### config.mk
export PLATFORM = sky130hd
export DESIGN_NAME = det_ack_ctrl
export DESIGN_NICKNAME = d
export VERILOG_FILES = /design/src/rtl/det_ack_ctrl.sv
export SDC_FILE = /design/constraint.sdc
export NUM_CORES = 1
export LEC_CHECK = 0
export ABC_CLOCK_PERIOD_IN_PS = 3100
export BUFFER_PORTS_ARGS = -buffer_cell sky130_fd_sc_hd__buf_2
export CAP_MARGIN = 15
export CORE_AREA = 3 3 59 55
export CTS_CLUSTER_DIAMETER = 30
export CTS_CLUSTER_SIZE = 30
export DETAILED_ROUTE_END_ITERATION = 6
export DIE_AREA = 0 0 62 58
export MAX_ROUTING_LAYER = met4
export SLEW_MARGIN = 10
export SYNTH_ARGS = -nofsm -noshare
export SYNTH_HDL_FRONTEND = slang
export SYNTH_SLANG_ARGS = --single-unit
### constraint.sdc
create_clock -name clk -period 3.1 [get_ports clk]
set_input_delay 0.31 -clock clk [delete_from_list [all_inputs] [get_ports clk]]
set_output_delay 0.31 -clock clk [all_outputs]
set_load 0.02 [all_outputs]
### src/rtl/det_ack_ctrl.sv
// Acknowledge controller for the serial pattern detector: counts each detection,
// holds for a programmable time, pulses en to release the detector, then re-arms.
module det_ack_ctrl #(
  parameter int unsigned HOLD_CYCLES = 4,
  parameter int unsigned CW          = 8
) (
  input  logic          clk,
  input  logic          rst,
  input  logic          w,
  input  logic          clr,
  output logic          en,
  output logic          hit,
  output logic [CW-1:0] count,
  output logic          ovf,
  output logic          busy
);

  typedef enum logic [1:0] {
    IDLE = 2'b00,
    HOLD = 2'b01,
    ACK  = 2'b10,
    WAIT = 2'b11
  } state_e;

  // Loaded with HOLD_CYCLES so that ACK is entered HOLD_CYCLES+1 edges after w is sampled.
  localparam logic [7:0]    HOLD_LOAD = 8'(HOLD_CYCLES);
  localparam logic [CW-1:0] COUNT_MAX = '1;
  localparam logic [CW-1:0] COUNT_ONE = CW'(1);

  state_e        state_q, state_d;
  logic [7:0]    timer_q, timer_d;
  logic          hit_q, hit_d;
  logic [CW-1:0] count_q, count_d;
  logic          ovf_q, ovf_d;
  logic          accept;

  // NOTE: every signal gets a default before the case so no path leaves it unassigned (no latches).
  always_comb begin
    state_d = state_q;
    timer_d = timer_q;
    accept  = 1'b0;
    case (state_q)
      IDLE: begin
        if (w) begin
          state_d = HOLD;
          timer_d = HOLD_LOAD;
          accept  = 1'b1;
        end
      end
      HOLD: begin
        if (timer_q == 8'd0) state_d = ACK;
        else                 timer_d = timer_q - 8'd1;
      end
      ACK:  state_d = WAIT;
      WAIT: if (!w) state_d = IDLE;
      default: begin
        state_d = IDLE;
        timer_d = 8'd0;
      end
    endcase
  end

  // clr wins over a same-edge detection; hit still reports the event.
  always_comb begin
    hit_d   = accept;
    count_d = count_q;
    ovf_d   = ovf_q;
    if (clr) begin
      count_d = '0;
      ovf_d   = 1'b0;
    end else if (accept) begin
      if (count_q != COUNT_MAX) count_d = count_q + COUNT_ONE;
      else                      ovf_d   = 1'b1;
    end
  end

  // NOTE: state registers use non-blocking assignments so all flops update from pre-edge values.
  always_ff @(posedge clk or posedge rst) begin
    if (rst) begin
      state_q <= IDLE;
      timer_q <= 8'd0;
      hit_q   <= 1'b0;
      count_q <= '0;
      ovf_q   <= 1'b0;
    end else begin
      state_q <= state_d;
      timer_q <= timer_d;
      hit_q   <= hit_d;
      count_q <= count_d;
      ovf_q   <= ovf_d;
    end
  end

  assign en    = (state_q == ACK);
  assign busy  = (state_q != IDLE);
  assign hit   = hit_q;
  assign count = count_q;
  assign ovf   = ovf_q;

endmodule

==> flow_summary.html, run 1 <==
<table>
<tr><th>Metric</th><th>Value</th></tr>
<tr><th colspan="2">Run status</th></tr>
<tr><td>Outcome</td><td>completed</td></tr>
<tr><th colspan="2">Floorplan</th></tr>
<tr><td>Num rows</td><td>18</td></tr>
<tr><td>IO Count</td><td>16</td></tr>
<tr><td>Placeable core region</td><td>2725 sq um</td></tr>
<tr><td>DIE AREA</td><td>3596 sq um</td></tr>
<tr><td>Starting density of the core</td><td>0.4403</td></tr>
<tr><td>Die boundary height</td><td>58 um</td></tr>
<tr><td>Die Width</td><td>62 um</td></tr>
<tr><th colspan="2">Logic synthesis</th></tr>
<tr><td>Netlist Area Pre-Place</td><td>1200 sq um</td></tr>
<tr><td>Mean cell area of the mapped netlist</td><td>9.755 sq um</td></tr>
<tr><td>Unique cell type count in the Yosys netlist</td><td>38</td></tr>
<tr><td>Flip-flop and latch count after synthesis</td><td>20</td></tr>
<tr><td>Cell type with the highest aggregate area in the netlist</td><td>sky130_fd_sc_hd__dfrtp_1</td></tr>
<tr><td>Post-synth top area share</td><td>0.4171</td></tr>
<tr><td>Proportion of synthesized chip area in sequential cells</td><td>0.4171</td></tr>
<tr><td>Yosys synthesis warning count</td><td>0</td></tr>
<tr><td>Dominant synthesized flop cell</td><td>sky130_fd_sc_hd__dfrtp_1</td></tr>
<tr><td>Cell types with the largest area share after synthesis</td><td>sky130_fd_sc_hd__dfrtp_1, sky130_fd_sc_hd__ha_1, sky130_fd_sc_hd__nor2_1</td></tr>
<tr><td>Async S/R FF share, synth</td><td>1.000</td></tr>
<tr><td>Synth Net Count</td><td>135</td></tr>
<tr><td>Post-Syn Instances</td><td>123</td></tr>
<tr><td>Number of synthesized flops with an enable pin</td><td>0</td></tr>
<tr><th colspan="2">Clock tree</th></tr>
<tr><td>Buffer cell driving the clock tree root</td><td>sky130_fd_sc_hd__clkbuf_4</td></tr>
<tr><td>Number of buffers inserted by hold repair at cts</td><td>0</td></tr>
<tr><td>CTS clock-pin slew for the worst setup and hold paths</td><td>0.11 ns</td></tr>
<tr><td># Post-CTS Setup Buffers</td><td>0</td></tr>
<tr><td>TritonCTS clock tree</td><td>done</td></tr>
<tr><td>PostCTS Resize Cnt</td><td>0</td></tr>
<tr><td>Worst-skew pair later-pin latency</td><td>0.30 ns</td></tr>
<tr><td>Buffers from clock root to sink, at most</td><td>2</td></tr>
<tr><td>Number of levels in the clock H-tree</td><td>1</td></tr>
<tr><td>Number of buffers added by the clock tree synthesis step</td><td>3</td></tr>
<tr><td>Clock sink count</td><td>20</td></tr>
<tr><th colspan="2">GRT</th></tr>
<tr><td>Gr usage total</td><td>0.1661</td></tr>
<tr><td>Antenna violations before repair</td><td>0</td></tr>
<tr><td>Wire length of the first global-routing pass</td><td>4353 um</td></tr>
<tr><td>Overflow after GRT</td><td>0</td></tr>
<tr><td>Pin count of the biggest net entering global routing</td><td>21</td></tr>
<tr><td>Number of global-route vias before repair</td><td>938</td></tr>
<tr><th colspan="2">STA</th></tr>
<tr><td>Post-route setup slack</td><td>1.124 ns</td></tr>
<tr><td>Max Transition Viols Final</td><td>0</td></tr>
<tr><td>Worst Tran Pin Value</td><td>0.7496 ns</td></tr>
<tr><td>Final count of negative-setup-slack endpoints</td><td>0</td></tr>
<tr><td>Achievable frequency</td><td>0.5060 GHz</td></tr>
<tr><td>Setup repair after global routing missed its margin</td><td>no</td></tr>
<tr><td>Rel. slew slack</td><td>0.4997</td></tr>
<tr><td>Minimum period implied by the final worst setup slack</td><td>1.976 ns</td></tr>
<tr><td>Summed negative setup slack over all endpoints</td><td>0 ns</td></tr>
<tr><td>Number of hold violations in the final report</td><td>0</td></tr>
<tr><td>Post-route clock skew</td><td>0.001652 ns</td></tr>
<tr><td>Final worst-path cycle share</td><td>0.6375</td></tr>
<tr><th colspan="2">Drt</th></tr>
<tr><td>Total wire length</td><td>2391 um</td></tr>
<tr><td>DRT Pass-1 Iters</td><td>4</td></tr>
<tr><td>First-iteration detailed-routing DRC count</td><td>35</td></tr>
<tr><td>Via density per instance</td><td>5.256</td></tr>
<tr><td>Antenna Nets Post-Route</td><td>0</td></tr>
<tr><td>Routed wire length per instance</td><td>13.28 um</td></tr>
<tr><td># DRC</td><td>0</td></tr>
<tr><td>Number of vias after detailed routing</td><td>946</td></tr>
<tr><th colspan="2">Pwr</th></tr>
<tr><td>Total power density per cell area</td><td>794.7 nW/um^2</td></tr>
<tr><td>Static leakage power</td><td>0.6500 nW</td></tr>
<tr><td>Final Total Pwr</td><td>0.001076 W</td></tr>
<tr><td>Max VDD drop</td><td>513.6 uV</td></tr>
<tr><th colspan="2">Min path</th></tr>
<tr><td>Worst min path class</td><td>in2async</td></tr>
<tr><th colspan="2">Worst setup path</th></tr>
<tr><td>R2R depth</td><td>7</td></tr>
<tr><td>Crit path capture type</td><td>flip-flop</td></tr>
<tr><td>Critical path capture point</td><td>count[6]</td></tr>
<tr><td>Flop-to-flop setup slack</td><td>1.12 ns</td></tr>
<tr><td>Required time at the worst-slack endpoint</td><td>3.33 ns</td></tr>
<tr><td>Launching point of the worst reg2reg path</td><td>state_q[0]</td></tr>
<tr><td>Start-to-end type of the worst setup path</td><td>reg2reg</td></tr>
<tr><td>Arrival time of data at the critical path endpoint</td><td>2.21 ns</td></tr>
<tr><td>Launching instance or port of the critical path</td><td>state_q[0]</td></tr>
<tr><td>Reg-to-reg critical path endpoint</td><td>count[6]</td></tr>
<tr><td>Category of the worst setup path launch point</td><td>flip-flop</td></tr>
<tr><td>Worst Path Max Fanout</td><td>6</td></tr>
<tr><th colspan="2">Placement</th></tr>
<tr><td>Half-perimeter wire length after detailed placement</td><td>1869 um</td></tr>
<tr><td>Port Buffers</td><td>15</td></tr>
<tr><td>Weighted congestion reported at the end of routability-driven placement</td><td>0.9071</td></tr>
<tr><td>Pre-CTS WS</td><td>1.139 ns</td></tr>
<tr><th colspan="2">Cells and area</th></tr>
<tr><td>Most frequent cells in the layout</td><td>sky130_fd_sc_hd__dfrtp_1, sky130_fd_sc_hd__nor2_1, sky130_fd_sc_hd__buf_2</td></tr>
<tr><td>Area added between synthesis and finish</td><td>12.83%</td></tr>
<tr><td>Util after Layout</td><td>0.4968</td></tr>
<tr><td>Number of nets in the layout</td><td>153</td></tr>
<tr><td>Diodes inserted</td><td>0</td></tr>
<tr><td>Leading cell type in the layout, fill and taps excluded</td><td>sky130_fd_sc_hd__dfrtp_1</td></tr>
<tr><td>Fraction of final layout cells with drive strength greater than 1</td><td>0.2000</td></tr>
<tr><td>Number of inserted filler cells in the final layout</td><td>265</td></tr>
<tr><th colspan="2">Flow run</th></tr>
<tr><td>Number of max-cap violations</td><td>0</td></tr>
</table>
-- critical path, cell delays in order (launching register included) --
cell and delay, ns:
sky130_fd_sc_hd__dfrtp_1 0.41, sky130_fd_sc_hd__inv_1 0.13, sky130_fd_sc_hd__ha_1 0.30, sky130_fd_sc_hd__nand2_1 0.19, sky130_fd_sc_hd__inv_2 0.13, sky130_fd_sc_hd__o21ai_1 0.15, sky130_fd_sc_hd__or4_1 0.42, sky130_fd_sc_hd__a21oi_1 0.17
-- layout make-up --
| class | count | area [sq um] | area share |
|---|---|---|---|
| tap | 40 | 50.05 | 0.03697 |
| timing repair buffer | 15 | 75.07 | 0.05545 |
| multi-input combinational | 91 | 654.4 | 0.4834 |
| inverter | 10 | 37.54 | 0.02773 |
| sequential | 20 | 500.5 | 0.3697 |
| clock buffer | 4 | 36.28 | 0.02680 |
-- where the power goes --
part           internal (W)  total [W]  switching (W)
Clock             0.0000717   0.000151      0.0000789
Sequential         0.000327   0.000403      0.0000756
Combinational      0.000226   0.000523       0.000297
Total              0.000624    0.00108       0.000452
-- flip-flops by register name, indices dropped and copies added (netlist names) --
name / count
state_q: 2
hit: 1
timer_q: 8
count: 8
ovf: 1
-- metal layers --
layer	global-route usage	up-vias	share of wire
li1	-	476	-
met1	0.2303	443	0.47
met2	0.2396	22	0.47
met3	0.04677	5	0.050
met4	0.03939	0	0.0084
met5	-	-	0
-- stage by stage --
stage,hold WS (ns),std cells,instance area [sq um]
floorplan,0.2738,123,1200
global placement,0.4903,176,1318
detailed placement,0.4865,176,1318
CTS,0.1390,180,1354
global route,0.1569,180,1354
finish,0.1249,180,1354
-- logic make-up after synthesis --
kind of cell,share of synthesized area
mux,0.07403
fa+ha+maj,0.08342
buf+inv,0.03753
simple gates,0.2273
xor+xnor,0.03649
flops,0.4171
compound gates,0.1241
-- worst min path at each step --
stage,from,to,slack (ns)
global placement,rst,ovf,0.49
global route,rst,ovf,0.16
finish,rst,ovf,0.12
CTS,rst,timer_q[1],0.14
floorplan,rst,count[0],0.27
detailed placement,rst,timer_q[1],0.49
-- cell usage after synthesis (2+ instances only) --
library cell	instances
sky130_fd_sc_hd__mux2_2	3
sky130_fd_sc_hd__ha_1	8
sky130_fd_sc_hd__a21oi_1	4
sky130_fd_sc_hd__mux2i_1	4
sky130_fd_sc_hd__nor3_1	3
sky130_fd_sc_hd__xor2_1	4
sky130_fd_sc_hd__dfrtp_1	20
sky130_fd_sc_hd__or4_1	2
sky130_fd_sc_hd__o31ai_1	2
sky130_fd_sc_hd__nand3_1	4
sky130_fd_sc_hd__o211ai_1	4
sky130_fd_sc_hd__nor2b_1	4
sky130_fd_sc_hd__inv_1	9
sky130_fd_sc_hd__nand4_1	3
sky130_fd_sc_hd__nand2_1	5
sky130_fd_sc_hd__o21ai_0	4
sky130_fd_sc_hd__and3_1	2
sky130_fd_sc_hd__nor2_1	18
Note: power is estimated with default switching activity, not from simulation.
==> run 2: changes to the inputs <==
--- a/config.mk
+++ b/config.mk
@@ -5,14 +5,15 @@
 export SDC_FILE = /design/constraint.sdc
 export NUM_CORES = 1
 export LEC_CHECK = 0
-export ABC_CLOCK_PERIOD_IN_PS = 3100
+export ABC_AREA = 1
+export ABC_CLOCK_PERIOD_IN_PS = 1700
 export BUFFER_PORTS_ARGS = -buffer_cell sky130_fd_sc_hd__buf_2
 export CAP_MARGIN = 15
-export CORE_AREA = 3 3 59 55
+export CORE_AREA = 3 3 62 58
 export CTS_CLUSTER_DIAMETER = 30
 export CTS_CLUSTER_SIZE = 30
 export DETAILED_ROUTE_END_ITERATION = 6
-export DIE_AREA = 0 0 62 58
+export DIE_AREA = 0 0 65 61
 export MAX_ROUTING_LAYER = met4
 export SLEW_MARGIN = 10
 export SYNTH_ARGS = -nofsm -noshare
==> constraint.sdc (replaced) <==
create_clock -name clk -period 1.7 [get_ports clk]
set_input_delay 0.17 -clock clk [delete_from_list [all_inputs] [get_ports clk]]
set_output_delay 0.17 -clock clk [all_outputs]
set_load 0.02 [all_outputs]
==> run 2 against run 1 <==
- maximum frequency rose by 32%
- register-to-register slack got worse by 0.92 ns
- clock power rose by 85%
- die area rose by 10%
==> flow_summary.html, run 2 <==
<table>
<tr><th>Metric</th><th>Value</th></tr>
<tr><th colspan="2">Cells and area</th></tr>
<tr><td>Fraction of final layout cells with drive strength greater than 1</td><td>0.2541</td></tr>
<tr><td>Diodes inserted</td><td>0</td></tr>
<tr><td>Util after Layout</td><td>0.4927</td></tr>
<tr><td>Register cell area after layout</td><td>500.5 sq um</td></tr>
<tr><td>Number of inserted filler cells in the final layout</td><td>318</td></tr>
<tr><td>Leading cell type in the layout, fill and taps excluded</td><td>sky130_fd_sc_hd__nand2_1</td></tr>
<tr><td>Number of nets in the layout</td><td>198</td></tr>
<tr><td>Area taken by multi-input logic gates</td><td>705.7 sq um</td></tr>
<tr><td>Non-Filler Instances</td><td>227</td></tr>
<tr><td>Most frequent cells in the layout</td><td>sky130_fd_sc_hd__nand2_1, sky130_fd_sc_hd__dfrtp_1, sky130_fd_sc_hd__inv_1</td></tr>
<tr><td>Total non-filler cell area in the finished layout</td><td>1488 sq um</td></tr>
<tr><td>Area added between synthesis and finish</td><td>12.38%</td></tr>
<tr><th colspan="2">Floorplan</th></tr>
<tr><td>Num rows</td><td>19</td></tr>
<tr><td>DIE AREA</td><td>3965 sq um</td></tr>
<tr><td>Die boundary height</td><td>61 um</td></tr>
<tr><td>Placeable core region</td><td>3019 sq um</td></tr>
<tr><td>Die Width</td><td>65 um</td></tr>
<tr><td>Starting density of the core</td><td>0.4385</td></tr>
<tr><td>IO Count</td><td>16</td></tr>
<tr><th colspan="2">Logic synthesis</th></tr>
<tr><td>Cell types with the largest area share after synthesis</td><td>sky130_fd_sc_hd__dfrtp_1, sky130_fd_sc_hd__nand2_1, sky130_fd_sc_hd__ha_1</td></tr>
<tr><td>Post-Syn Instances</td><td>165</td></tr>
<tr><td>Async S/R FF share, synth</td><td>1.000</td></tr>
<tr><td>Flip-flop and latch count after synthesis</td><td>20</td></tr>
<tr><td>Number of synthesized flops with an enable pin</td><td>0</td></tr>
<tr><td>Unique cell type count in the Yosys netlist</td><td>27</td></tr>
<tr><td>Cell type with the highest aggregate area in the netlist</td><td>sky130_fd_sc_hd__dfrtp_1</td></tr>
<tr><td>Leading cell types by count after synthesis</td><td>sky130_fd_sc_hd__nand2_1, sky130_fd_sc_hd__dfrtp_1, sky130_fd_sc_hd__inv_1</td></tr>
<tr><td>Library cell with the highest instance count after synthesis</td><td>sky130_fd_sc_hd__nand2_1</td></tr>
<tr><td>Netlist Area Pre-Place</td><td>1324 sq um</td></tr>
<tr><td>Mean cell area of the mapped netlist</td><td>8.023 sq um</td></tr>
<tr><td>Dominant synthesized flop cell</td><td>sky130_fd_sc_hd__dfrtp_1</td></tr>
<tr><td>Post-synth top area share</td><td>0.3781</td></tr>
<tr><td>Synth Net Count</td><td>177</td></tr>
<tr><td>Yosys synthesis warning count</td><td>0</td></tr>
<tr><td>Proportion of synthesized chip area in sequential cells</td><td>0.3781</td></tr>
<tr><th colspan="2">Pwr</th></tr>
<tr><td>Max VDD drop</td><td>974.1 uV</td></tr>
<tr><td>Final Total Pwr</td><td>0.002322 W</td></tr>
<tr><td>Cell Int Power</td><td>0.001188 W</td></tr>
<tr><td>Flop pwr share</td><td>0.316</td></tr>
<tr><td>Part of the total power dissipated in combinational logic</td><td>0.564</td></tr>
<tr><td>Static leakage power</td><td>0.7447 nW</td></tr>
<tr><td>Clk pwr share</td><td>0.120</td></tr>
<tr><td>Switching pwr</td><td>0.001134 W</td></tr>
<tr><td>Total power density per cell area</td><td>1561 nW/um^2</td></tr>
<tr><td>Fraction of power spent switching nets</td><td>0.4883</td></tr>
<tr><th colspan="2">Worst setup path</th></tr>
<tr><td>Family with the most delay on the worst path</td><td>flip-flops</td></tr>
<tr><td>Buffer and inverter count on the worst path</td><td>2</td></tr>
<tr><td>R2R depth</td><td>7</td></tr>
<tr><td>Worst path max stage delay</td><td>0.43 ns</td></tr>
<tr><td>Category of the worst setup path launch point</td><td>flip-flop</td></tr>
<tr><td>Launching point of the worst reg2reg path</td><td>state_q[1]</td></tr>
<tr><td>Arrival time of data at the critical path endpoint</td><td>1.68 ns</td></tr>
<tr><td>Cell depth of the worst setup path</td><td>7</td></tr>
<tr><td>Worst Path Max Fanout</td><td>14</td></tr>
<tr><td>Reg-to-reg critical path endpoint</td><td>timer_q[0]</td></tr>
<tr><td>Required time at the worst-slack endpoint</td><td>1.89 ns</td></tr>
<tr><td>Start-to-end type of the worst setup path</td><td>reg2reg</td></tr>
<tr><td>Cells traversed along the worst timing path</td><td>inv_1 &gt; ha_1 &gt; inv_1 &gt; nand2_1 &gt; nand3_4 &gt; nand2_1 &gt; o21ai_0</td></tr>
<tr><td>Crit path capture type</td><td>flip-flop</td></tr>
<tr><td>Critical path capture point</td><td>timer_q[0]</td></tr>
<tr><td>Launching instance or port of the critical path</td><td>state_q[1]</td></tr>
<tr><td>Max stage delay cell, worst path</td><td>sky130_fd_sc_hd__dfrtp_1</td></tr>
<tr><td>Flop-to-flop setup slack</td><td>0.20 ns</td></tr>
<tr><th colspan="2">GRT</th></tr>
<tr><td>Number of global-route vias before repair</td><td>1013</td></tr>
<tr><td>Pin count of the biggest net entering global routing</td><td>21</td></tr>
<tr><td>Gr usage total</td><td>0.1467</td></tr>
<tr><td>Overflow after GRT</td><td>0</td></tr>
<tr><td>Antenna violations before repair</td><td>0</td></tr>
<tr><td>Wire length of the first global-routing pass</td><td>4347 um</td></tr>
<tr><th colspan="2">Drt</th></tr>
<tr><td># DRC</td><td>0</td></tr>
<tr><td>DRT Pass-1 Iters</td><td>4</td></tr>
<tr><td>Via density per instance</td><td>4.824</td></tr>
<tr><td>Total wire length</td><td>2581 um</td></tr>
<tr><td>Routed wire length per instance</td><td>11.37 um</td></tr>
<tr><td>Number of vias after detailed routing</td><td>1095</td></tr>
<tr><td>First-iteration detailed-routing DRC count</td><td>36</td></tr>
<tr><td>Antenna Nets Post-Route</td><td>0</td></tr>
<tr><th colspan="2">Clock tree</th></tr>
<tr><td>Clock sink count</td><td>20</td></tr>
<tr><td>Worst-skew pair later-pin latency</td><td>0.30 ns</td></tr>
<tr><td># Post-CTS Setup Buffers</td><td>0</td></tr>
<tr><td>Buffers from clock root to sink, at most</td><td>2</td></tr>
<tr><td>Number of buffers added by the clock tree synthesis step</td><td>3</td></tr>
<tr><td>Buffer cell driving the clock tree root</td><td>sky130_fd_sc_hd__clkbuf_4</td></tr>
<tr><td>CTS clock-pin slew for the worst setup and hold paths</td><td>0.12 ns</td></tr>
<tr><td>Number of levels in the clock H-tree</td><td>1</td></tr>
<tr><td>TritonCTS clock tree</td><td>done</td></tr>
<tr><th colspan="2">Placement</th></tr>
<tr><td>Half-perimeter wire length after detailed placement</td><td>2054 um</td></tr>
<tr><td>Port Buffers</td><td>15</td></tr>
<tr><td>Number of placed cells counting well taps</td><td>222</td></tr>
<tr><td>Standard cell area after detailed placement</td><td>1441 sq um</td></tr>
<tr><td>Weighted congestion reported at the end of routability-driven placement</td><td>0.7983</td></tr>
<tr><th colspan="2">STA</th></tr>
<tr><td>Minimum period implied by the final worst setup slack</td><td>1.496 ns</td></tr>
<tr><td>Setup repair after global routing missed its margin</td><td>no</td></tr>
<tr><td>Rel. slew slack</td><td>0.7959</td></tr>
<tr><td>Post-route clock skew</td><td>0.006755 ns</td></tr>
<tr><td>Number of hold violations in the final report</td><td>0</td></tr>
<tr><td>Worst Tran Pin Value</td><td>0.3043 ns</td></tr>
<tr><td>Summed negative setup slack over all endpoints</td><td>0 ns</td></tr>
<tr><td>Final count of negative-setup-slack endpoints</td><td>0</td></tr>
<tr><td>Final worst-path cycle share</td><td>0.8797</td></tr>
<tr><td>Achievable frequency</td><td>0.6687 GHz</td></tr>
<tr><td>Max Transition Viols Final</td><td>0</td></tr>
<tr><th colspan="2">Min path</th></tr>
<tr><td>Worst min path class</td><td>in2reg</td></tr>
<tr><th colspan="2">Run status</th></tr>
<tr><td>Outcome</td><td>completed</td></tr>
<tr><th colspan="2">Flow run</th></tr>
<tr><td>Number of max-cap violations</td><td>0</td></tr>
</table>
-- run 2: cell count changes in the layout (fill, tap and decap cells not counted), sizes merged, moves of 3 or more --
cell / before / now
xor2: 4 / 1
inv: 10 / 22
nand3: 5 / 19
o21ai: 5 / 15
o211ai: 4 / 0
nand2: 5 / 46
mux2i: 4 / 0
nor2b: 4 / 0
mux2: 4 / 0
-- run 2: power by group through the flow --
stage / combinational (W) / sequential [W] / clock [W]
finish: 0.00131 / 0.000733 / 0.000279
CTS: 0.00133 / 0.000733 / 0.000285
global route: 0.00147 / 0.000756 / 0.000301
global placement: 0.00128 / 0.000737 / 0
detailed placement: 0.00132 / 0.000742 / 0
floorplan: 0.00114 / 0.000728 / 0
-- run 2: logic make-up (layout without fill, tap and decap cells) --
logic type / after synthesis / in the layout / share of synthesized area
AO/OA/AOI/OAI: 18 / 18 / 0.08696
XOR/XNOR: 2 / 2 / 0.01323
adder cells (fa/ha/maj): 8 / 8 / 0.07562
buffers and inverters: 26 / 46 / 0.08885
flip-flops: 20 / 20 / 0.3781
AND/OR/NAND/NOR: 91 / 91 / 0.3573
-- run 2: worst register-to-register path, delay by kind of cell (launching register included) --
kind | cells | cell delay, ns
AOI/OAI and AO/OA | 1 | 0.09
buffers and inverters | 2 | 0.19
DFF | 1 | 0.43
and+or+nand+nor | 3 | 0.41
adders and majority gates | 1 | 0.26
-- run 2: metal layers --
metal	global-route usage	routed length, um	vias to the layer above
met2	0.2668	1298	12
met3	0.03889	79	2
met4	0.01807	13	0
li1	-	-	569
met1	0.1680	1189	512
met5	-	0	-
-- run 2: stage by stage --
| stage | setup slack, ns | hold WS, ns |
|---|---|---|
| 6_report | 0.2045 | 0.1254 |
| 5_1_grt | 0.05355 | 0.1455 |
| 4_1_cts | 0.1878 | 0.1243 |
| 3_5_place_dp | 0.2070 | 0.2093 |
| 3_3_place_gp | 0.2736 | 0.2046 |
| 2_1_floorplan | 0.2157 | 0.1338 |
-- run 2: worst min path at each step --
stage	startpoint	endpoint	depth (start not counted)
after CTS	clr	count[4]	4
after detailed placement	rst	state_q[0]	3
after floorplan	rst	count[0]	1
after global placement	rst	state_q[0]	3
final	clr	count[4]	4
after global routing	clr	count[4]	4
-- run 2: timing repair --
item,in CTS,in global routing
hold buffers,1,0
endpoints found under the hold margin,20,0
resized for setup,0,0
-- run 2: final cells by class --
cell class / instances / share of cell area
clock buffers: 4 / 0.02439
repair buffers: 18 / 0.06728
well taps: 42 / 0.03532
multi-input cells: 119 / 0.4743
inverters: 24 / 0.06224
flip-flops and latches: 20 / 0.3364
==> run 3: changes to the inputs <==
--- a/config.mk
+++ b/config.mk
@@ -15,7 +15,8 @@
 export DETAILED_ROUTE_END_ITERATION = 6
 export DIE_AREA = 0 0 65 61
 export MAX_ROUTING_LAYER = met4
-export SLEW_MARGIN = 10
+export REMOVE_ABC_BUFFERS = 1
+export SLEW_MARGIN = 0
 export SYNTH_ARGS = -nofsm -noshare
 export SYNTH_HDL_FRONTEND = slang
 export SYNTH_SLANG_ARGS = --single-unit
==> run 3 against run 2 <==
- combinational power about the same
- via count shrank 1.6%
- sequential share of layout area stayed put
- critical path depth did not move
==> flow_summary.html, run 3 (synthesis results as in run 2) <==
<table>
<tr><th>Metric</th><th>Value</th></tr>
<tr><th colspan="2">STA</th></tr>
<tr><td>Post-route clock skew</td><td>0.001313 ns</td></tr>
<tr><td>Minimum period implied by the final worst setup slack</td><td>1.497 ns</td></tr>
<tr><td>Number of hold violations in the final report</td><td>0</td></tr>
<tr><td>Rel. slew slack</td><td>0.7921</td></tr>
<tr><td>Post-route setup slack</td><td>0.2030 ns</td></tr>
<tr><td>Achievable frequency</td><td>0.6680 GHz</td></tr>
<tr><td>Max Transition Viols Final</td><td>0</td></tr>
<tr><td>Final count of negative-setup-slack endpoints</td><td>0</td></tr>
<tr><td>Setup repair after global routing missed its margin</td><td>no</td></tr>
<tr><td>Final worst-path cycle share</td><td>0.8806</td></tr>
<tr><td>Summed negative setup slack over all endpoints</td><td>0 ns</td></tr>
<tr><td>Worst Tran Pin Value</td><td>0.3094 ns</td></tr>
<tr><th colspan="2">Placement</th></tr>
<tr><td>Half-perimeter wire length after detailed placement</td><td>2001 um</td></tr>
<tr><td>Pre-CTS WS</td><td>0.2100 ns</td></tr>
<tr><td>Port Buffers</td><td>15</td></tr>
<tr><td>Weighted congestion reported at the end of routability-driven placement</td><td>0.7999</td></tr>
<tr><th colspan="2">Floorplan</th></tr>
<tr><td>DIE AREA</td><td>3965 sq um</td></tr>
<tr><td>Die boundary height</td><td>61 um</td></tr>
<tr><td>Num rows</td><td>19</td></tr>
<tr><td>Placeable core region</td><td>3019 sq um</td></tr>
<tr><td>IO Count</td><td>16</td></tr>
<tr><td>Starting density of the core</td><td>0.4385</td></tr>
<tr><td>Die Width</td><td>65 um</td></tr>
<tr><th colspan="2">Clock tree</th></tr>
<tr><td>Number of buffers added by the clock tree synthesis step</td><td>3</td></tr>
<tr><td>PostCTS Resize Cnt</td><td>0</td></tr>
<tr><td>Buffer cell driving the clock tree root</td><td>sky130_fd_sc_hd__clkbuf_4</td></tr>
<tr><td>TritonCTS clock tree</td><td>done</td></tr>
<tr><td>Number of levels in the clock H-tree</td><td>1</td></tr>
<tr><td>Worst-skew pair later-pin latency</td><td>0.31 ns</td></tr>
<tr><td>Clock sink count</td><td>20</td></tr>
<tr><td>Buffers from clock root to sink, at most</td><td>2</td></tr>
<tr><td># Post-CTS Setup Buffers</td><td>0</td></tr>
<tr><td>CTS clock-pin slew for the worst setup and hold paths</td><td>0.12 ns</td></tr>
<tr><td>Number of buffers inserted by hold repair at cts</td><td>1</td></tr>
<tr><th colspan="2">Drt</th></tr>
<tr><td>DRT Pass-1 Iters</td><td>4</td></tr>
<tr><td>Via density per instance</td><td>4.749</td></tr>
<tr><td># DRC</td><td>0</td></tr>
<tr><td>Routed wire length per instance</td><td>11.08 um</td></tr>
<tr><td>Antenna Nets Post-Route</td><td>0</td></tr>
<tr><td>Number of vias after detailed routing</td><td>1078</td></tr>
<tr><td>First-iteration detailed-routing DRC count</td><td>36</td></tr>
<tr><td>Total wire length</td><td>2516 um</td></tr>
<tr><th colspan="2">Worst setup path</th></tr>
<tr><td>Worst path max stage delay</td><td>0.43 ns</td></tr>
<tr><td>Max stage delay cell, worst path</td><td>sky130_fd_sc_hd__dfrtp_1</td></tr>
<tr><td>Arrival time of data at the critical path endpoint</td><td>1.69 ns</td></tr>
<tr><td>Worst Path Max Fanout</td><td>14</td></tr>
<tr><td>Category of the worst setup path launch point</td><td>flip-flop</td></tr>
<tr><td>Required time at the worst-slack endpoint</td><td>1.90 ns</td></tr>
<tr><td>Crit path capture type</td><td>flip-flop</td></tr>
<tr><td>Cells traversed along the worst timing path</td><td>inv_1 &gt; ha_1 &gt; inv_1 &gt; nand2_1 &gt; nand3_4 &gt; nand2_1 &gt; o21ai_0</td></tr>
<tr><td>Start-to-end type of the worst setup path</td><td>reg2reg</td></tr>
<tr><th colspan="2">GRT</th></tr>
<tr><td>Antenna violations before repair</td><td>0</td></tr>
<tr><td>Pin count of the biggest net entering global routing</td><td>21</td></tr>
<tr><td>Gr usage total</td><td>0.1513</td></tr>
<tr><td>Number of global-route vias before repair</td><td>1050</td></tr>
<tr><td>Overflow after GRT</td><td>0</td></tr>
<tr><td>Wire length of the first global-routing pass</td><td>4498 um</td></tr>
<tr><th colspan="2">Cells and area</th></tr>
<tr><td>Number of nets in the layout</td><td>198</td></tr>
<tr><td>Area added between synthesis and finish</td><td>12.38%</td></tr>
<tr><td>Leading cell type in the layout, fill and taps excluded</td><td>sky130_fd_sc_hd__nand2_1</td></tr>
<tr><td>Most frequent cells in the layout</td><td>sky130_fd_sc_hd__nand2_1, sky130_fd_sc_hd__dfrtp_1, sky130_fd_sc_hd__inv_1</td></tr>
<tr><td>Fraction of final layout cells with drive strength greater than 1</td><td>0.2541</td></tr>
<tr><td>Diodes inserted</td><td>0</td></tr>
<tr><th colspan="2">Run status</th></tr>
<tr><td>Outcome</td><td>completed</td></tr>
<tr><th colspan="2">Pwr</th></tr>
<tr><td>Static leakage power</td><td>0.7447 nW</td></tr>
<tr><td>Total power density per cell area</td><td>1550 nW/um^2</td></tr>
<tr><td>Max VDD drop</td><td>962.8 uV</td></tr>
<tr><td>Final Total Pwr</td><td>0.002306 W</td></tr>
<tr><th colspan="2">Min path</th></tr>
<tr><td>Worst min path class</td><td>in2reg</td></tr>
<tr><th colspan="2">Flow run</th></tr>
<tr><td>Number of max-cap violations</td><td>0</td></tr>
</table>
run 3: where the power goes:
part | internal (W) | leakage, nW | switching [W]
combinational | 0.000463 | 0.455 | 0.000828
clock | 0.000131 | 0.0210 | 0.000153
sequential | 0.000596 | 0.268 | 0.000135
run 3: worst paths after layout:
kind                       slack, ns       start          to  cells past startpoint
max                             0.20  state_q[1]  timer_q[1]                      7
min                             0.11         clr    count[4]                      4
max reg2reg                     0.20  state_q[1]  timer_q[1]                      7
min reg2reg                     0.51         ovf         ovf                      1
max in group asynchronous       1.08         rst  timer_q[4]                      4
min in group asynchronous       0.42         rst    count[6]                      4
run 3: layout make-up:
cell class | instances | area, sq um
clock buffers | 4 | 36.28
repair buffers | 18 | 100.1
inverters | 24 | 92.59
well taps | 42 | 52.55
fillers | 308 | 1531
flip-flops and latches | 20 | 500.5
multi-input cells | 119 | 705.7
run 3: routing by layer:
layer,wire (um),GRT usage,up-vias
met3,57,0.02222,4
met4,22,0.04518,0
met1,1271,0.1943,493
met5,0,-,-
li1,-,-,570
met2,1165,0.2493,11
run 3: critical path, delay by kind of cell, from the launching register on:
kind / cells / cell delay, ns
buffers and inverters: 2 / 0.20
AND/OR/NAND/NOR: 3 / 0.40
adder cells (fa/ha/maj): 1 / 0.26
flip-flops: 1 / 0.43
AO/OA/AOI/OAI: 1 / 0.09
run 3: stage by stage:
stage               std cells  utilization  area (sq um)  hold WS [ns]
floorplan                 163            -          1299        0.1338
global placement          222       0.4774          1441        0.2093
detailed placement        222       0.4774          1441        0.2166
CTS                       227       0.4927          1488       0.09489
global route              227       0.4927          1488        0.1443
finish                    227       0.4927          1488        0.1072
